## src/rtl/shift_serdes.sv

```systemverilog
// Full-duplex WIDTH-bit shift engine: loads a word, shifts it out on sout while capturing sin.
// One bit per en strobe (gaps allowed); done pulses one cycle after the last bit, load ignored while busy.
module shift_serdes #(
    parameter int WIDTH     = 8,
    parameter int MSB_FIRST = 1
) (
    input  logic             clk,
    input  logic             rst_n,
    input  logic             load,
    input  logic [WIDTH-1:0] din,
    input  logic             en,
    input  logic             sin,
    output logic             sout,
    output logic [WIDTH-1:0] dout,
    output logic             busy,
    output logic             done
);

    localparam int CW = $clog2(WIDTH + 1);
    localparam logic [CW-1:0] LAST = CW'(WIDTH - 1);

    typedef enum logic {IDLE, SHIFT} state_t;

    state_t           state, state_nxt;
    logic [WIDTH-1:0] shreg, shreg_nxt, shifted, dout_nxt;
    logic [CW-1:0]    cnt, cnt_nxt;
    logic             done_nxt;

    // New sin bit enters at the end opposite to the one driving sout.
    assign shifted = (MSB_FIRST != 0) ? {shreg[WIDTH-2:0], sin} : {sin, shreg[WIDTH-1:1]};

    always_comb begin
        state_nxt = state;
        shreg_nxt = shreg;
        cnt_nxt   = cnt;
        dout_nxt  = dout;
        done_nxt  = 1'b0;
        if (state == IDLE) begin
            if (load) begin
                shreg_nxt = din;
                cnt_nxt   = '0;
                state_nxt = SHIFT;
            end
        end else if (en) begin
            shreg_nxt = shifted;
            if (cnt == LAST) begin
                dout_nxt  = shifted;
                done_nxt  = 1'b1;
                cnt_nxt   = '0;
                state_nxt = IDLE;
            end else begin
                cnt_nxt = cnt + CW'(1);
            end
        end
    end

    always_ff @(posedge clk) begin
        if (!rst_n) begin
            state <= IDLE;
            shreg <= '0;
            cnt   <= '0;
            dout  <= '0;
            done  <= 1'b0;
        end else begin
            state <= state_nxt;
            shreg <= shreg_nxt;
            cnt   <= cnt_nxt;
            dout  <= dout_nxt;
            done  <= done_nxt;
        end
    end

    assign busy = (state == SHIFT);
    assign sout = (state == SHIFT) ? ((MSB_FIRST != 0) ? shreg[WIDTH-1] : shreg[0]) : 1'b0;

endmodule

```

## config.mk

```make
export PLATFORM = sky130hd
export DESIGN_NAME = shift_serdes
export DESIGN_NICKNAME = d
export VERILOG_FILES = /design/src/rtl/shift_serdes.sv
export SDC_FILE = /design/constraint.sdc
export NUM_CORES = 1
export LEC_CHECK = 0
export BUFFER_PORTS_ARGS = -buffer_cell sky130_fd_sc_hd__buf_4
export CAP_MARGIN = 20
export CORE_MARGIN = 2
export CORE_UTILIZATION = 50
export DETAILED_ROUTE_END_ITERATION = 6
export GPL_TIMING_DRIVEN = 0
export PLACE_DENSITY = 0.76
export SLEW_MARGIN = 20
export SYNTH_ARGS = -nofsm -noshare
export SYNTH_HDL_FRONTEND = slang
export SYNTH_SLANG_ARGS = --single-unit
```

## constraint.sdc

```tcl
create_clock -name clk -period 1.6 [get_ports clk]
set_clock_uncertainty 0.15 [all_clocks]
set_input_delay 0.16 -clock clk [delete_from_list [all_inputs] [get_ports clk]]
set_output_delay 0.16 -clock clk [all_outputs]
set_load 0.1 [all_outputs]
```

* Word level (Yosys, flattened, before mapping)
Cells that the tools add are included.
Storage, ports and cells: word-level logic and storage cells 25, bits in registers 22, input port bits 13, output and inout port bits 11
Operators by class: muxes and demuxes 13, reductions and logical operators 4, equality and inequality tests 2, add/subtract/negate cells 1
Operator list (count):
- $mux 8 | 3
- $mux 4 | 4
- $mux 1 | 6
- $reduce_and 3->1 | 2
- $add 4x1->4 const B | 1
- $eq 4x3->1 const B | 1
- $ne 2x2->1 const B | 1
- $reduce_and 2->1 | 1
- $reduce_bool 2->1 | 1

* Longest topological paths before layout
depth after elaboration 4, depth in mapped cells 5

* Worst setup path after synthesis
OpenSTA, ideal clock, no wires.
kind flip-flop to output port, start point reg state, in the netlist busy, end point out sout, path slack -0.833 ns, cell stages (with the launch flop) 4, data required time 1.290 ns, arrival time 2.123 ns, cells stage by stage dfxtp_1 > buf_6 > buf_4 > and2_1
Between the ends: cells in the longest elaborated chain, start to end 1
RTL lines:
- start, declared | RTL line 24 | state_t state, state_nxt;
- start signal, assigned | RTL line 65 | state <= state_nxt;
- $mux 1 | RTL line 74 | assign sout = (state == SHIFT) ? ((MSB_FIRST != 0) ? shreg[WIDTH-1] : shreg[0]) : 1'b0;
- end, declared | RTL line 13 | output logic sout,
No other way between the ends.

* Worst setup path in the final report
start point reg cnt[0], end point reg dout[0]
Between the ends: cells in the longest elaborated chain, start to end 2
RTL lines:
- start, declared | RTL line 26 | logic [CW-1:0] cnt, cnt_nxt;
- start signal, assigned | RTL line 67 | cnt <= cnt_nxt;
- $eq 4x3->1 | RTL line 46 | if (cnt == LAST) begin
- $reduce_and 3->1 (no source line)
- end signal, assigned | RTL line 68 | dout <= dout_nxt;
- end, declared | RTL line 14 | output logic [WIDTH-1:0] dout,
No other way between the ends. A chain may end at the register's enable or synchronous reset.

==> summary.txt <==
Dpl cell area = 1167 sq um
Crit path DAT = 1.60 ns
Most common cell after layout, fill and taps aside = buf_4
Switch Pwr = 0.0002835 W
Outcome = complete, no violations
Worst r2r src = cnt[0]
Clock transition at path regs = 0.12 ns
Yosys warning total = 0
Netlist cell types = 29
Synthesized net count = 98
Number of fill cells in the layout = 153
Hold slack = 0.02718 ns
Final Cell Area = 1247 sq um
Switch share = 27.24%
Drt pass-1 iters = 2
CP Cell Sequence = ha_2 -> and3_4 -> and3_1 -> buf_4 -> a22o_1
CP endpoint kind = flip-flop
Worst Tran Pin Value = 0.5998 ns
Relative slew slack = 60.02%
Die Ht = 47.44 microns
Hpwl dp = 1331 microns
Clock buffer depth = 2
CTS tree = done
Max Cap Violations = 0
Grt ovf = 0
IO Port Bufs = 23
P_int = 0.0007570 W
Final Max Tran Viols = 0
CP max stage delay = 0.37 ns
Post-Route Utilization = 71.47%
Seq cells post-synth = 22
Startpoint type of the worst setup path = flip-flop
Tot Pwr = 0.001040 W
Area growth, synth to finish = 32.23%
Final Cycle Share = 95.92%
Most frequent cells in the layout = buf_4, dfxtp_1, mux2i_1
# DRC = 0
Vias in the first global route = 740
Worst Setup SP = cnt[0]
Pin count of the biggest net entering global routing = 13
Initial Util = 54.05%
Flop pwr share = 56.9%
Max frequency = 651.6 MHz
Placed insts = 132
Ranking of synthesized cells by area = dfxtp_1, a211oi_2, mux2i_1, a22o_1, nor2_1
Worst EP required = 1.66 ns
Core Region = 1745 sq um
CTS root buffer = clkbuf_4
Min-delay src = en
NumNets Final = 129
GPL Wtd Cong = 0.7706
Buf/Inv on CP = 1
Post-Syn Instances = 84
Num CTS Buffers = 3
Antenna Nets Post-Route = 0
# IOs = 24
Post-synth top area share = 46.68%
Initial drt markers = 3
Vias = 744
DIE AREA = 2250 sq um
PD cells = 834.1 nW/um^2
Routed len/inst = 13.80 microns
RSZ-0062 raised after global routing = no
Tmin final = 1.535 ns
Placement row count = 15
Clk_lat worst skew = 0.30 ns
Non-filler cells, final = 139
Inserted Diodes = 0
Final hold vios = 0
Comb pwr share = 17.9%
Initial antenna violation count = 0
Clock network power share = 25.2%
Overall Global Routing Usage = 19.49%
Vias per inst = 5.353
Top cell type by total area after synthesis = dfxtp_1
First-pass GRT wire length = 3070 microns
Sink Count = 22
Layout cell share with drive strength beyond 1 = 41.23%
CTS H-Tree Depth = 1
CP Max Fanout = 9
Leak Pwr = 0.5173 nW
WL final = 1918 microns
VDD IR max = 0.4679 mV
Die Wd = 47.44 microns
Family with the most delay on the worst path = flip-flops
Syn Area/Cell = 11.23 sq um
Setup CP Type = reg -> reg
Slowest-stage cell, CP = dfxtp_1
Min-Delay Path Class = in -> reg
Register area share after synthesis = 46.68%
Synth Cell Area = 943.4 sq um
Setup violations, final = 0
cells by family after synthesis:
family,count (synthesis),share of synthesized area [%]
simple gates,19,10.08
fa+ha+maj,1,1.326
flops,22,46.68
buf+inv,6,4.773
mux,10,11.14
compound gates,26,26.00
cell type report:
| class | instances | area [sq um] | share of cell area, % |
|---|---|---|---|
| plain buffers | 4 | 41.29 | 3.310 |
| flip-flops and latches | 22 | 444.2 | 35.61 |
| multi-input cells | 56 | 480.5 | 38.52 |
| well taps | 25 | 31.28 | 2.508 |
| clock buffers | 4 | 26.28 | 2.106 |
| repair buffers | 27 | 220.2 | 17.65 |
| inverters | 1 | 3.754 | 0.3009 |
flip-flops by register name, indices dropped and copies added (netlist names):
| register | count |
|---|---|
| dout | 8 |
| shreg | 8 |
| cnt | 4 |
| done | 1 |
| busy | 1 |
path summary, 6_finish.rpt:
path / slack, ns / endpoint / cells past startpoint
setup reg to reg: 0.07 / dout[0] / 5
hold reg to reg: 0.34 / dout[4] / 1
setup / recovery: 0.07 / dout[0] / 5
hold / removal: 0.03 / cnt[1] / 3
per-layer routing:
metal	up-vias	GRT usage, %	share of wire (%)
li1	373	-	-
met1	357	22.20	43
met2	12	35.41	52
met3	2	2.264	3.6
met4	0	10.00	0.78
met5	-	0	0
power groups by stage:
| stage | Sequential [W] | Combinational (W) | Clock, W |
|---|---|---|---|
| after floorplan | 0.000610 | 0.000117 | 0 |
| after global placement | 0.000600 | 0.000174 | 0 |
| after detailed placement | 0.000601 | 0.000177 | 0 |
| after CTS | 0.000595 | 0.000178 | 0.000273 |
| after global routing | 0.000596 | 0.000203 | 0.000283 |
| final | 0.000592 | 0.000187 | 0.000262 |
what timing repair did:
item / CTS / global route
endpoints found under the setup margin: 5 / 9
buffers inserted: 0 / 2
endpoints found under the hold margin: 2 / 0
hold buffers: 2 / 0
resized for setup: 6 / 1
pin swaps: 0 / 0
Yosys cell counts (all sizes together):
| library cell | count |
|---|---|
| a2111o | 1 |
| a211o | 1 |
| a211oi | 8 |
| a21boi | 1 |
| a21oi | 2 |
| a22o | 8 |
| a31oi | 1 |
| a32oi | 1 |
| and2 | 1 |
| and3 | 2 |
| buf | 5 |
| dfxtp | 22 |
| ha | 1 |
| inv | 1 |
| mux2 | 1 |
| mux2i | 9 |
| nand2 | 3 |
| nand3 | 1 |
| nand4 | 1 |
| nor2 | 10 |
| nor2b | 1 |
| o21a | 1 |
| o21ai | 1 |
| o22ai | 1 |
through the flow:
stage	setup slack (ns)	setup TNS, ns
after floorplan	-0.007671	-0.01529
after global placement	0.05480	0
after detailed placement	0.01963	0
after CTS	0.01511	0
after global routing	0.02103	0
final	0.06530	0
tightest hold or removal path, cell delays in order:
cell and delay [ns]:
buf_4 0.12, a32oi_1 0.10, nor2_1 0.08
Power figures use the tool's default switching activity.
